## config.mk

```make
export PLATFORM = sky130hd
export DESIGN_NAME = mips_multicycle_ctrl
export DESIGN_NICKNAME = d
export VERILOG_FILES = /design/src/rtl/mips_ctrl_pkg.sv /design/src/rtl/mips_multicycle_ctrl_alu_decoder.sv /design/src/rtl/mips_multicycle_ctrl.sv
export SDC_FILE = /design/constraint.sdc
export NUM_CORES = 1
export LEC_CHECK = 0
export CORE_MARGIN = 10
export CORE_UTILIZATION = 35
export DETAILED_ROUTE_END_ITERATION = 16
export PLACE_DENSITY_LB_ADDON = 0.25
export SYNTH_ARGS = -nofsm -noshare
export SYNTH_HDL_FRONTEND = slang
export SYNTH_SLANG_ARGS = --single-unit
```

## constraint.sdc

```tcl
create_clock -name clk -period 1.9 [get_ports clk]
set_clock_uncertainty 0.2 [all_clocks]
set_input_delay 0.285 -clock clk [delete_from_list [all_inputs] [get_ports clk]]
set_output_delay 0.285 -clock clk [all_outputs]
set_load 0.005 [all_outputs]
```

## src/rtl/mips_ctrl_pkg.sv

```systemverilog
// Shared encodings for the multi-cycle MIPS controller: FSM states, opcodes,
// funct codes, ALU control codes and datapath mux select codes.
package mips_ctrl_pkg;

  typedef enum logic [3:0] {
    FETCH, DECODE, MEMADR, MEMREAD, MEMWB, MEMWRITE,
    EXECUTE, ALUWB, BRANCH, ADDIEXEC, ADDIWB, JUMP
  } state_t;

  localparam logic [5:0] OP_RTYPE = 6'b000000;
  localparam logic [5:0] OP_LW    = 6'b100011;
  localparam logic [5:0] OP_SW    = 6'b101011;
  localparam logic [5:0] OP_BEQ   = 6'b000100;
  localparam logic [5:0] OP_BNE   = 6'b000101;
  localparam logic [5:0] OP_ADDI  = 6'b001000;
  localparam logic [5:0] OP_J     = 6'b000010;

  localparam logic [5:0] FUNCT_ADD = 6'b100000;
  localparam logic [5:0] FUNCT_SUB = 6'b100010;
  localparam logic [5:0] FUNCT_AND = 6'b100100;
  localparam logic [5:0] FUNCT_OR  = 6'b100101;
  localparam logic [5:0] FUNCT_SLT = 6'b101010;

  localparam logic [2:0] ALU_ADD = 3'b010;
  localparam logic [2:0] ALU_SUB = 3'b110;
  localparam logic [2:0] ALU_AND = 3'b000;
  localparam logic [2:0] ALU_OR  = 3'b001;
  localparam logic [2:0] ALU_SLT = 3'b111;

  localparam logic [1:0] ALUOP_ADD   = 2'b00;
  localparam logic [1:0] ALUOP_SUB   = 2'b01;
  localparam logic [1:0] ALUOP_FUNCT = 2'b10;

  localparam logic [1:0] SRCB_B     = 2'b00;
  localparam logic [1:0] SRCB_FOUR  = 2'b01;
  localparam logic [1:0] SRCB_IMM   = 2'b10;
  localparam logic [1:0] SRCB_IMMSH = 2'b11;

  localparam logic [1:0] PCSRC_ALU    = 2'b00;
  localparam logic [1:0] PCSRC_ALUOUT = 2'b01;
  localparam logic [1:0] PCSRC_JUMP   = 2'b10;

  // True for the R-type functions the datapath ALU can execute.
  function automatic logic isAluFunct(input logic [5:0] funct);
    return (funct == FUNCT_ADD) || (funct == FUNCT_SUB) || (funct == FUNCT_AND) ||
           (funct == FUNCT_OR)  || (funct == FUNCT_SLT);
  endfunction

endpackage

```

## src/rtl/mips_multicycle_ctrl_alu_decoder.sv

```systemverilog
// Combinational ALU decoder: the FSM's ALUOp class plus the R-type funct
// field select the 3-bit ALUControl code.
module alu_decoder
  import mips_ctrl_pkg::*;
(
  input  logic [1:0] ALUOp,
  input  logic [5:0] Funct,
  output logic [2:0] ALUControl
);

  always_comb begin
    ALUControl = ALU_ADD;
    case (ALUOp)
      ALUOP_SUB: ALUControl = ALU_SUB;
      ALUOP_FUNCT: begin
        case (Funct)
          FUNCT_SUB: ALUControl = ALU_SUB;
          FUNCT_AND: ALUControl = ALU_AND;
          FUNCT_OR:  ALUControl = ALU_OR;
          FUNCT_SLT: ALUControl = ALU_SLT;
          default:   ALUControl = ALU_ADD;
        endcase
      end
      default: ALUControl = ALU_ADD;
    endcase
  end

endmodule

```

## src/rtl/mips_multicycle_ctrl.sv

```systemverilog
// Moore FSM controller for the shared-ALU multi-cycle MIPS datapath.
// Define MIPS_BNE_EN to decode bne (Op 000101) as a branch on ~Zero.
module mips_multicycle_ctrl
  import mips_ctrl_pkg::*;
(
  input  logic       clk,
  input  logic       reset,
  input  logic [5:0] Op,
  input  logic [5:0] Funct,
  input  logic       Zero,
  input  logic       mem_ready,
  output logic       PCEn,
  output logic       IorD,
  output logic       MemWrite,
  output logic       IRWrite,
  output logic       RegDst,
  output logic       MemtoReg,
  output logic       RegWrite,
  output logic       ALUSrcA,
  output logic [1:0] ALUSrcB,
  output logic [1:0] PCSrc,
  output logic [2:0] ALUControl,
  output logic       instr_done,
  output logic       illegal_op
);

  state_t     stateReg, stateNext, decodeNext;
  logic       opLegal;
  logic       pcWrite, branch, branchCond;
  logic [1:0] aluOp;

  alu_decoder uAluDecoder (
    .ALUOp      (aluOp),
    .Funct      (Funct),
    .ALUControl (ALUControl)
  );

  always_ff @(posedge clk or posedge reset) begin
    if (reset) stateReg <= FETCH;
    else       stateReg <= stateNext;
  end

  // Op/Funct dispatch out of DECODE; anything unrecognised is retired as illegal.
  always_comb begin
    decodeNext = FETCH;
    opLegal    = 1'b1;
    case (Op)
      OP_RTYPE: begin
        if (isAluFunct(Funct)) decodeNext = EXECUTE;
        else                   opLegal    = 1'b0;
      end
      OP_LW, OP_SW: decodeNext = MEMADR;
      OP_BEQ:       decodeNext = BRANCH;
`ifdef MIPS_BNE_EN
      OP_BNE:       decodeNext = BRANCH;
`endif
      OP_ADDI:      decodeNext = ADDIEXEC;
      OP_J:         decodeNext = JUMP;
      default:      opLegal    = 1'b0;
    endcase
  end

  always_comb begin
    stateNext = FETCH;
    case (stateReg)
      FETCH:    stateNext = mem_ready ? DECODE : FETCH;
      DECODE:   stateNext = decodeNext;
      MEMADR:   stateNext = (Op == OP_SW) ? MEMWRITE : MEMREAD;
      MEMREAD:  stateNext = mem_ready ? MEMWB : MEMREAD;
      MEMWRITE: stateNext = mem_ready ? FETCH : MEMWRITE;
      EXECUTE:  stateNext = ALUWB;
      ADDIEXEC: stateNext = ADDIWB;
      default:  stateNext = FETCH;
    endcase
  end

  // IR still holds the branch opcode in BRANCH, so it picks the condition sense.
`ifdef MIPS_BNE_EN
  assign branchCond = (Op == OP_BNE) ? ~Zero : Zero;
`else
  assign branchCond = Zero;
`endif

  always_comb begin
    IorD       = 1'b0;
    MemWrite   = 1'b0;
    IRWrite    = 1'b0;
    RegDst     = 1'b0;
    MemtoReg   = 1'b0;
    RegWrite   = 1'b0;
    ALUSrcA    = 1'b0;
    ALUSrcB    = SRCB_B;
    PCSrc      = PCSRC_ALU;
    aluOp      = ALUOP_ADD;
    pcWrite    = 1'b0;
    branch     = 1'b0;
    instr_done = 1'b0;
    illegal_op = 1'b0;
    case (stateReg)
      FETCH: begin
        ALUSrcB = SRCB_FOUR;
        IRWrite = mem_ready;
        pcWrite = mem_ready;
      end
      DECODE: begin
        ALUSrcB    = SRCB_IMMSH;
        illegal_op = ~opLegal;
        instr_done = ~opLegal;
      end
      MEMADR: begin
        ALUSrcA = 1'b1;
        ALUSrcB = SRCB_IMM;
      end
      MEMREAD: IorD = 1'b1;
      MEMWRITE: begin
        IorD       = 1'b1;
        MemWrite   = 1'b1;
        instr_done = mem_ready;
      end
      MEMWB: begin
        MemtoReg   = 1'b1;
        RegWrite   = 1'b1;
        instr_done = 1'b1;
      end
      EXECUTE: begin
        ALUSrcA = 1'b1;
        aluOp   = ALUOP_FUNCT;
      end
      ALUWB: begin
        RegDst     = 1'b1;
        RegWrite   = 1'b1;
        instr_done = 1'b1;
      end
      BRANCH: begin
        ALUSrcA    = 1'b1;
        aluOp      = ALUOP_SUB;
        PCSrc      = PCSRC_ALUOUT;
        branch     = 1'b1;
        instr_done = 1'b1;
      end
      ADDIEXEC: begin
        ALUSrcA = 1'b1;
        ALUSrcB = SRCB_IMM;
      end
      ADDIWB: begin
        RegWrite   = 1'b1;
        instr_done = 1'b1;
      end
      JUMP: begin
        PCSrc      = PCSRC_JUMP;
        pcWrite    = 1'b1;
        instr_done = 1'b1;
      end
      default: ;
    endcase
    // Reset forces FETCH; also squash every strobe so nothing writes while held.
    if (reset) begin
      IRWrite    = 1'b0;
      MemWrite   = 1'b0;
      RegWrite   = 1'b0;
      pcWrite    = 1'b0;
      branch     = 1'b0;
      instr_done = 1'b0;
      illegal_op = 1'b0;
    end
  end

  assign PCEn = pcWrite | (branch & branchCond);

endmodule

```

==> key figures, run 1 <==
Routing
  – Wire per inst: 19.49 um
  – Via-to-Cell Ratio: 5.842
  – # DRC: 0
  – Post-DRT Antenna Nets: 0
  – Vias: 1221
  – DR pass1 iterations: 4
  – Routed WL: 4.074 mm
  – DRT iter0 DRCs: 85

Final layout
  – Nets@finish: 204
  – Area added between synthesis and finish: 137.3%
  – Multi-input combinational cell area: 656.9 um^2
  – Most frequent cells in the layout: buf_4 (43), buf_2 (12), buf_6 (10), nor2_1 (8), nor3_1 (7)
  – Share of layout cells above drive strength 1: 61.41%
  – Register area: 101.3 um^2
  – Biggest register: stateReg
  – Largest regs: stateReg x4
  – # diodes: 0
  – Commonest non-fill, non-tap cell in the layout: buf_4
  – Filler cell count: 90
  – Max reg flops: 4

Setup path
  – Slowest stage cell, crit path: dfrtp_1
  – Most used cell along the critical path: nor2_1
  – Largest fanout on the critical path: 3
  – Startpoint Class: flip-flop
  – Worst path arrival time: 1770 ps
  – CP Cell Sequence: buf_4 -> nand2b_4 -> or2_4 -> inv_2 -> ha_4 -> and4_4 -> nor2_1 -> nor2_1 -> buf_2
  – Critical path class: reg -> out
  – Delay-heaviest family, CP: simple AND/OR/NAND/NOR gates
  – CP Data Required Time: 1410 ps
  – Worst Setup End Kind: output pin
  – WP buf/inv: 3
  – CP max stage delay: 390 ps

STA
  – Period minus WS final: 2254 ps
  – Setup TNS: -2073 ps
  – Final setup vio count: 11
  – Final Hold Violating Endpoints: 0
  – RSZ-0062 raised after global routing: yes
  – Worst-Margin Slew: 396.7 ps
  – Fin crit share: 118.6%
  – Fin worst setup slack: -353.5 ps
  – Max-slew violations: 0
  – Worst slew margin: 73.47%
  – Max Fclk: 443.8 MHz

Die
  – Initial Util: 37.49%
  – Die width: 63.24 um
  – Die height: 63.24 um
  – Core Rows: 15
  – Die area: 3999 um^2
  – Core Area: 1745 um^2
  – I/O pin total: 33

Global route
  – Total grt overflow: 0
  – Tot GR Track Use: 16.08%
  – Largest net degree at the start of global routing: 13
  – Initial antenna violation count: 0
  – Vias in the first global route: 1171
  – First-pass GRT wire length: 5.402 mm

Yosys
  – Mean Syn Cell Area: 6.479 um^2
  – Post-Synthesis Cells: 101
  – Netlist cell types: 30
  – Synth Cell Area: 654.4 um^2
  – Synthesized Nets: 119
  – Register area share after synthesis: 15.30%
  – FF+latch count, synth: 4
  – Warnings from Yosys: 0

Run
  – # Max-Cap Violations: 0

Clock network
  – CTS Buf Count: 3
  – Clock Sinks: 4
  – Clk root buf: clkbuf_4
  – Insertion delay to the later sink of the worst-skew pair: 240 ps
  – Worst-path clk slew: 50 ps
  – Bufs on Longest Clock Path: 2
  – H-tree depth: 1
  – Hold_buf cts: 0
  – CTS tree: done

Place
  – Pre-CTS worst setup slack: -1014 ps
  – Port buffer count: 32
  – DP Wirelength: 2.029 mm
  – Global placer's final weighted congestion: 0.9146

Power
  – P_leak: 0.7335 nW
  – P per Cell Area: 351.2 nW/um^2
  – Maximum VDD drop: 0.2779 mV

Status
  – Status: complete, but fails checks
  – Failing checks: setup timing

Hold path
  – Hold Crit Class: in -> async
-- per-layer routing --
layer	wire [um]	vias up	GRT usage, %
met2	2054	87	30.84
li1	-	535	-
met3	282	28	2.473
met1	1501	571	16.80
met4	236	0	6.557
met5	0	-	0
-- worst paths after layout --
kind	slack, ps	cells past startpoint	start	to
setup reg to reg	90	7	stateReg[3]	stateReg[1]
min in group clk	370	5	Op[4]	stateReg[1]
setup / recovery	-350	9	stateReg[1]	ALUControl[2]
hold reg to reg	530	2	stateReg[2]	stateReg[3]
hold / removal	330	3	reset	stateReg[1]
max in group asynchronous	990	3	reset	stateReg[2]
-- synthesized netlist by cell type --
cell type | number | share of area (%)
nand3_1 | 4 | 3.1
o21ai_0 | 8 | 6.1
o221ai_1 | 1 | 1.3
o211ai_1 | 1 | 1.1
and4_1 | 1 | 1.3
clkbuf_1 | 6 | 3.4
a22oi_1 | 1 | 1.1
a31oi_1 | 3 | 2.9
mux2i_1 | 1 | 1.5
or4_4 | 2 | 3.4
nor2b_1 | 3 | 2.9
and3_2 | 1 | 1.1
nor3_1 | 12 | 9.2
xor2_1 | 1 | 1.3
a21oi_1 | 5 | 3.8
nand2_1 | 5 | 2.9
and3_1 | 1 | 0.96
dfrtp_1 | 4 | 15
inv_1 | 10 | 5.7
a211o_2 | 1 | 1.5
a32o_1 | 3 | 4.6
nand2b_1 | 5 | 4.8
a21boi_0 | 2 | 2.3
a2bb2oi_1 | 1 | 1.3
a211oi_1 | 1 | 1.1
ha_1 | 2 | 3.8
nor2_1 | 12 | 6.9
or2_2 | 1 | 0.96
xnor2_1 | 2 | 2.7
o32ai_1 | 1 | 1.3
-- worst min-delay path, stage by stage --
cell and delay (ps):
clkdlybuf4s50_1 490, buf_4 200, inv_1 150
-- kinds of logic (layout without fill, tap and decap cells) --
kind of cell | count (synthesis) | after routing | share of synthesized area (%)
buffers and inverters | 16 | 99 | 9.178
AOI/OAI and AO/OA | 28 | 28 | 28.68
adders and majority gates | 2 | 2 | 3.823
DFF | 4 | 4 | 15.30
muxes | 1 | 1 | 1.530
and+or+nand+nor | 47 | 47 | 37.48
xor gates and xnor gates | 3 | 3 | 4.016
-- final cells by class --
class	instances	area share, %
inverters	10	2.579
repair buffers	86	45.12
flip-flops and latches	4	6.527
well taps	25	2.015
clock buffers	3	1.450
multi-input cells	81	42.30
-- per-stage QoR --
| stage | instances | cell area (um^2) | hold slack, ps | utilization [%] | power, mW |
|---|---|---|---|---|---|
| after floorplan | 101 | 678.2 | -148.9 | - | 0.1976 |
| after global placement | 186 | 1251 | 524.0 | 71.68 | 0.3437 |
| after detailed placement | 186 | 1251 | 512.4 | 71.68 | 0.3492 |
| after CTS | 200 | 1458 | 295.0 | 83.51 | 0.4954 |
| after global routing | 209 | 1553 | 332.2 | 88.96 | 0.5840 |
| final | 209 | 1553 | 329.6 | 88.96 | 0.5453 |
-- power breakdown --
| group | switching (mW) | total, mW | internal (mW) |
|---|---|---|---|
| Combinational | 0.159 | 0.334 | 0.175 |
| Clock | 0.0440 | 0.115 | 0.0713 |
| Sequential | 0.00534 | 0.0962 | 0.0908 |
| Total | 0.208 | 0.545 | 0.337 |
-- what timing repair did --
action | in CTS | in global routing
gates resized for setup | 105 | 33
buffers inserted | 21 | 10
endpoints found under the setup margin | 20 | 14
pin swaps | 13 | 17
(Power assumes the default switching activity.)
==> run 2, diff against run 1 <==
--- a/config.mk
+++ b/config.mk
@@ -5,7 +5,7 @@
 export SDC_FILE = /design/constraint.sdc
 export NUM_CORES = 1
 export LEC_CHECK = 0
-export CORE_MARGIN = 10
+export CORE_MARGIN = 1.5
 export CORE_UTILIZATION = 35
 export DETAILED_ROUTE_END_ITERATION = 16
 export PLACE_DENSITY_LB_ADDON = 0.25
==> run 2 against run 1 <==
Net effect:
- largest cell class unchanged
- cell area up 4.4%
- worst setup slack lost 150 ps
- sequential share of layout area decreased by 0.28 points
- critical endpoint unchanged
- die area is 47% lower
- the run still ends with setup timing left
- combinational power up 17%
- clock power up 4%
- wire length increased by 2.9%
- final cell count rose by 0.96%
- sequential cell count did not move
- power rose by 11%
==> key figures, run 2 (synthesis gave the netlist of run 1 again) <==
Status
  – Status: complete, but fails checks (unchanged)
  – Failing checks: setup timing (unchanged)

STA
  – Fin crit share: 126.4% (was 118.6%)
  – Hold slack final: 309.5 ps (was 329.6 ps)
  – Final Hold Violating Endpoints: 0 (unchanged)
  – Max Fclk: 416.3 MHz (was 443.8 MHz)
  – Period minus WS final: 2402 ps (was 2254 ps)
  – Setup TNS: -2821 ps (was -2073 ps)
  – Fin worst setup slack: -502.4 ps (was -353.5 ps)
  – Worst-Margin Slew: 380.1 ps (was 396.7 ps)
  – Final setup vio count: 16 (was 11)
  – Max-slew violations: 0 (unchanged)
  – Worst slew margin: 74.47% (was 73.47%)
  – RSZ-0062 raised after global routing: yes (unchanged)

Place
  – Global placer's final weighted congestion: 0.8476 (was 0.9146)
  – Port buffer count: 32 (unchanged)
  – Placed cell area: 1251 um^2 (unchanged)
  – Pre-CTS worst setup slack: -1020 ps (was -1014 ps)
  – Cell count after placement: 186 (unchanged)
  – DP Wirelength: 1.916 mm (was 2.029 mm)

Final layout
  – Finished Layout Cells: 211 (was 209)
  – Post-layout util: 92.90% (was 88.96%)
  – Area added between synthesis and finish: 147.8% (was 137.3%)
  – Filler cell count: 63 (was 90)
  – # diodes: 0 (unchanged)
  – Design Area, Final: 1622 um^2 (was 1553 um^2)
  – Biggest register: stateReg (unchanged)
  – Largest regs: stateReg x4 (unchanged)
  – Nets@finish: 206 (was 204)
  – Register area: 101.3 um^2 (unchanged)
  – Share of layout cells above drive strength 1: 62.37% (was 61.41%)
  – Multi-input combinational cell area: 685.7 um^2 (was 656.9 um^2)
  – Most frequent cells in the layout: buf_4 (41), buf_6 (14), buf_2 (14), nor3_1 (8) (was buf_4 (43), buf_2 (12), buf_6 (10), nor2_1 (8), nor3_1 (7))
  – Commonest non-fill, non-tap cell in the layout: buf_4 (unchanged)
  – Max reg flops: 4 (unchanged)

Die
  – Die height: 46.24 um (was 63.24 um)
  – Core Area: 1745 um^2 (unchanged)
  – Core Rows: 15 (unchanged)
  – I/O pin total: 33 (unchanged)
  – Initial Util: 37.49% (unchanged)
  – Die area: 2138 um^2 (was 3999 um^2)
  – Die width: 46.24 um (was 63.24 um)

Clock network
  – H-tree depth: 1 (unchanged)
  – CTS tree: done (unchanged)
  – Insertion delay to the later sink of the worst-skew pair: 250 ps (was 240 ps)
  – Bufs on Longest Clock Path: 2 (unchanged)
  – Clk root buf: clkbuf_4 (unchanged)
  – Worst-path clk slew: 50 ps (about the same)
  – CTS Buf Count: 3 (unchanged)
  – Clock Sinks: 4 (unchanged)

Global route
  – Largest net degree at the start of global routing: 13 (unchanged)
  – First-pass GRT wire length: 4.588 mm (was 5.402 mm)
  – Initial antenna violation count: 0 (unchanged)
  – Tot GR Track Use: 30.22% (was 16.08%)
  – Total grt overflow: 0 (unchanged)
  – Vias in the first global route: 1066 (was 1171)

Routing
  – Wire per inst: 19.87 um (was 19.49 um)
  – # DRC: 0 (unchanged)
  – DRT iter0 DRCs: 110 (was 85)
  – Routed WL: 4.193 mm (was 4.074 mm)
  – Via-to-Cell Ratio: 6.052 (was 5.842)
  – Post-DRT Antenna Nets: 0 (unchanged)
  – DR pass1 iterations: 7 (was 4)
  – Vias: 1277 (was 1221)

Run
  – # Max-Cap Violations: 0 (unchanged)

Setup path
  – CP max stage delay: 410 ps (was 390 ps)
  – CP Cell Sequence: nand2b_4 -> or2_4 -> inv_4 -> ha_4 -> and4_1 -> buf_4 -> nor2_2 -> nor2_1 -> buf_2 (was buf_4 -> nand2b_4 -> or2_4 -> inv_2 -> ha_4 -> and4_4 -> nor2_1 -> nor2_1 -> buf_2)
  – Startpoint Class: flip-flop (unchanged)
  – Slowest stage cell, crit path: dfrtp_1 (unchanged)
  – R2r startpoint: stateReg[1] (was stateReg[3])
  – Largest fanout on the critical path: 2 (was 3)
  – WP buf/inv: 3 (unchanged)
  – Crit. Startpoint: stateReg[3] (was stateReg[1])
  – Worst Setup End Kind: output pin (unchanged)
  – Worst path arrival time: 1920 ps (was 1770 ps)
  – CP Data Required Time: 1410 ps (about the same)
  – Critical path class: reg -> out (unchanged)
  – Delay-heaviest family, CP: simple AND/OR/NAND/NOR gates (unchanged)

Power
  – Switching Share: 37.73% (was 38.15%)
  – Combinational power share: 64.2% (was 61.2%)
  – Cell Int Power: 0.3778 mW (was 0.3372 mW)
  – Switch Pwr: 0.2289 mW (was 0.2080 mW)
  – P per Cell Area: 374.2 nW/um^2 (was 351.2 nW/um^2)
  – Clk pwr share: 19.7% (was 21.2%)
  – Sequential Power Share: 16.0% (was 17.6%)
  – P_leak: 0.7547 nW (was 0.7335 nW)
  – Maximum VDD drop: 0.4389 mV (was 0.2779 mV)
  – Tot Pwr: 0.6067 mW (was 0.5453 mW)

Hold path
  – Hold Crit Class: in -> async (unchanged)
[run 2: repair_timing]
item	4_1_cts	5_1_grt
endpoints found under the setup margin	20	13
resized for setup	118	35
hold buffers	0	0
setup buffers	13	12
endpoints found under the hold margin	0	0
pin swaps	10	12
[run 2: power groups by stage]
stage                     clock [mW]  combinational, mW  sequential, mW
after floorplan                    0              0.101          0.0966
after global placement             0              0.244          0.0948
after detailed placement           0              0.251          0.0952
after CTS                      0.108              0.313          0.0956
after global routing           0.122              0.403          0.0973
final                          0.120              0.390          0.0973
[run 2: layout make-up]
| class | instances | area share, % |
|---|---|---|
| Sequential cell | 4 | 6.250 |
| Inverter | 10 | 2.623 |
| Timing Repair Buffer | 88 | 45.52 |
| Clock buffer | 3 | 1.389 |
| Multi-Input combinational cell | 81 | 42.28 |
| Tap cell | 25 | 1.929 |
[run 2: final timing paths]
kind,endpoint,slack (ps),cells past startpoint
setup reg to reg,stateReg[3],80,7
hold / removal,stateReg[3],310,3
min in group clk,stateReg[2],330,4
hold reg to reg,stateReg[3],590,2
setup / recovery,ALUControl[2],-500,9
max in group asynchronous,stateReg[2],990,3
[run 2: layer usage]
metal / up-vias / global-route usage [%] / share of wire [%]
li1: 540 / - / -
met3: 33 / 4.706 / 9.6
met4: 0 / 12.57 / 6.4
met1: 576 / 28.17 / 33
met5: - / 0 / 0
met2: 128 / 62.22 / 51
[run 2: tightest hold or removal path, stage by stage]
cell	delay, ps
clkdlybuf4s50_1	500
buf_4	190
inv_1	150
==> run 3, diff against run 2 <==
--- a/config.mk
+++ b/config.mk
@@ -8,7 +8,7 @@
 export CORE_MARGIN = 1.5
 export CORE_UTILIZATION = 35
 export DETAILED_ROUTE_END_ITERATION = 16
-export PLACE_DENSITY_LB_ADDON = 0.25
+export PLACE_DENSITY = 0.74
 export SYNTH_ARGS = -nofsm -noshare
 export SYNTH_HDL_FRONTEND = slang
 export SYNTH_SLANG_ARGS = --single-unit
==> run 3 against run 2 <==
Net effect:
- cell area shrank 7.8%
- via count shrank 18%
- sequential power shrank 1%
- count of clock-buffer cells in the layout is the same
- largest power group unchanged
- the flow still finishes with violations (setup timing)
- critical path depth is the same
- sequential share of layout area grew 0.44 points
- combinational power shrank 19%
==> key figures, run 3 (synthesis gave the netlist of run 1 again) <==
Setup path
  – Critical path class: reg -> out (unchanged)
  – Worst Setup End Kind: output pin (unchanged)
  – Startpoint Class: flip-flop (unchanged)
  – CP Data Required Time: 1410 ps (about the same)
  – Worst path arrival time: 1790 ps (was 1920 ps)
  – Largest fanout on the critical path: 2 (unchanged)

Status
  – Failing checks: setup timing (unchanged)
  – Status: complete, but fails checks (unchanged)

Final layout
  – Filler cell count: 107 (was 63)
  – Share of layout cells above drive strength 1: 55.49% (was 62.37%)
  – # diodes: 0 (unchanged)
  – Nets@finish: 193 (was 206)
  – Most frequent cells in the layout: buf_4 (33), buf_6 (12), buf_2 (12), nor3_1 (8), clkdlybuf4s50_1 (8) (was buf_4 (41), buf_6 (14), buf_2 (14), nor3_1 (8))
  – Area added between synthesis and finish: 128.5% (was 147.8%)
  – Register area: 100.1 um^2 (was 101.3 um^2)
  – Largest regs: stateReg x4 (unchanged)
  – Commonest non-fill, non-tap cell in the layout: buf_4 (unchanged)
  – Biggest register: stateReg (unchanged)
  – Max reg flops: 4 (unchanged)
  – Multi-input combinational cell area: 674.4 um^2 (was 685.7 um^2)

Clock network
  – Clock Sinks: 4 (unchanged)
  – Clk root buf: clkbuf_4 (unchanged)
  – H-tree depth: 1 (unchanged)
  – Worst-path clk slew: 40 ps (was 50 ps)
  – CTS Buf Count: 3 (unchanged)
  – Hold_buf cts: 0 (unchanged)
  – Insertion delay to the later sink of the worst-skew pair: 240 ps (was 250 ps)
  – CTS tree: done (unchanged)
  – Bufs on Longest Clock Path: 2 (unchanged)

Power
  – P_leak: 0.6723 nW (was 0.7547 nW)
  – Tot Pwr: 0.5216 mW (was 0.6067 mW)
  – Maximum VDD drop: 0.3203 mV (was 0.4389 mV)
  – P per Cell Area: 348.8 nW/um^2 (was 374.2 nW/um^2)

Routing
  – Vias: 1046 (was 1277)
  – Via-to-Cell Ratio: 5.283 (was 6.052)
  – Post-DRT Antenna Nets: 0 (unchanged)
  – # DRC: 0 (unchanged)
  – Routed WL: 2.853 mm (was 4.193 mm)
  – DR pass1 iterations: 4 (was 7)
  – DRT iter0 DRCs: 9 (was 110)
  – Wire per inst: 14.41 um (was 19.87 um)

STA
  – Worst slew margin: 75.07% (was 74.47%)
  – RSZ-0062 raised after global routing: yes (unchanged)
  – Hold slack final: 279.8 ps (was 309.5 ps)
  – Max Fclk: 439.7 MHz (was 416.3 MHz)
  – Final Hold Violating Endpoints: 0 (unchanged)
  – Worst-Margin Slew: 372.3 ps (was 380.1 ps)
  – Final setup vio count: 10 (was 16)
  – Setup TNS: -1981 ps (was -2821 ps)
  – Fin crit share: 119.7% (was 126.4%)
  – Max-slew violations: 0 (unchanged)
  – Fin worst setup slack: -374.4 ps (was -502.4 ps)
  – Period minus WS final: 2274 ps (was 2402 ps)

Run
  – # Max-Cap Violations: 0 (unchanged)

Die
  – I/O pin total: 33 (unchanged)
  – Initial Util: 37.49% (unchanged)
  – Die width: 46.24 um (unchanged)
  – Core Area: 1745 um^2 (unchanged)
  – Die height: 46.24 um (unchanged)
  – Core Rows: 15 (unchanged)
  – Die area: 2138 um^2 (unchanged)

Place
  – DP Wirelength: 1.849 mm (was 1.916 mm)
  – Global placer's final weighted congestion: 0.8764 (was 0.8476)
  – Port buffer count: 32 (unchanged)

Global route
  – Initial antenna violation count: 0 (unchanged)
  – Tot GR Track Use: 26.58% (was 30.22%)
  – Vias in the first global route: 971 (was 1066)
  – Total grt overflow: 0 (unchanged)
  – First-pass GRT wire length: 3.995 mm (was 4.588 mm)
  – Largest net degree at the start of global routing: 14 (was 13)

Hold path
  – Hold Crit Class: in -> reg (was in -> async)
-- run 3: changes by cell type in the layout (fill, tap and decap cells not counted), moves of 2 or more --
cell and delta:
buf_4 -8, buf_8 -3, buf_2 -2, buf_6 -2, clkdlybuf4s15_1 +2, inv_2 -2
-- run 3: where the power goes --
| part | internal, mW | switching, mW |
|---|---|---|
| sequential | 0.0909 | 0.00510 |
| combinational | 0.175 | 0.140 |
| clock | 0.0710 | 0.0394 |
| total | 0.337 | 0.185 |
-- run 3: path summary, 6_finish.rpt --
check | end | slack [ps] | startpoint | cells past startpoint
max | ALUControl[0] | -370 | stateReg[3] | 9
min | stateReg[2] | 280 | Op[4] | 4
max reg2reg | stateReg[2] | 170 | stateReg[0] | 7
min reg2reg | stateReg[3] | 570 | stateReg[2] | 2
max in group asynchronous | stateReg[1] | 1040 | reset | 3
min in group asynchronous | stateReg[0] | 300 | reset | 3
-- run 3: layer usage --
metal  vias up  wire, um  track usage (%)
li1        510         -                -
met5         -         0                0
met4         0        60            7.429
met3         6       159            5.490
met1       470      1091            27.10
met2        60      1541            52.78
-- run 3: cell type report --
class | instances | area share (%)
well taps | 25 | 2.092
repair buffers | 75 | 41.59
flip-flops and latches | 4 | 6.695
clock buffers | 3 | 1.506
inverters | 10 | 3.013
multi-input cells | 81 | 45.10
-- run 3: critical path, cell delays in order, from the launching register on --
cell and delay (ps):
dfrtp_1 410, buf_6 140, nand2b_4 60, nor3_4 130, inv_2 60, ha_4 160
and4_1 150, buf_4 130, a32o_1 190, buf_2 120
-- run 3: through the flow --
stage                     setup WS [ps]  std cells  area (um^2)  utilization [%]
final                            -374.4        198         1495            85.66
after global routing             -434.7        198         1495            85.66
after CTS                        -437.6        198         1459            83.58
after detailed placement          -1016        184         1236            70.82
after global placement           -987.5        184         1236            70.82
after floorplan                  -124.4        101        678.2                -
-- run 3: what timing repair did --
item	in CTS	in global routing
endpoints found under the hold margin	0	0
setup buffers	11	4
resized for setup	114	19
pin swaps	17	14
endpoints found under the setup margin	19	14
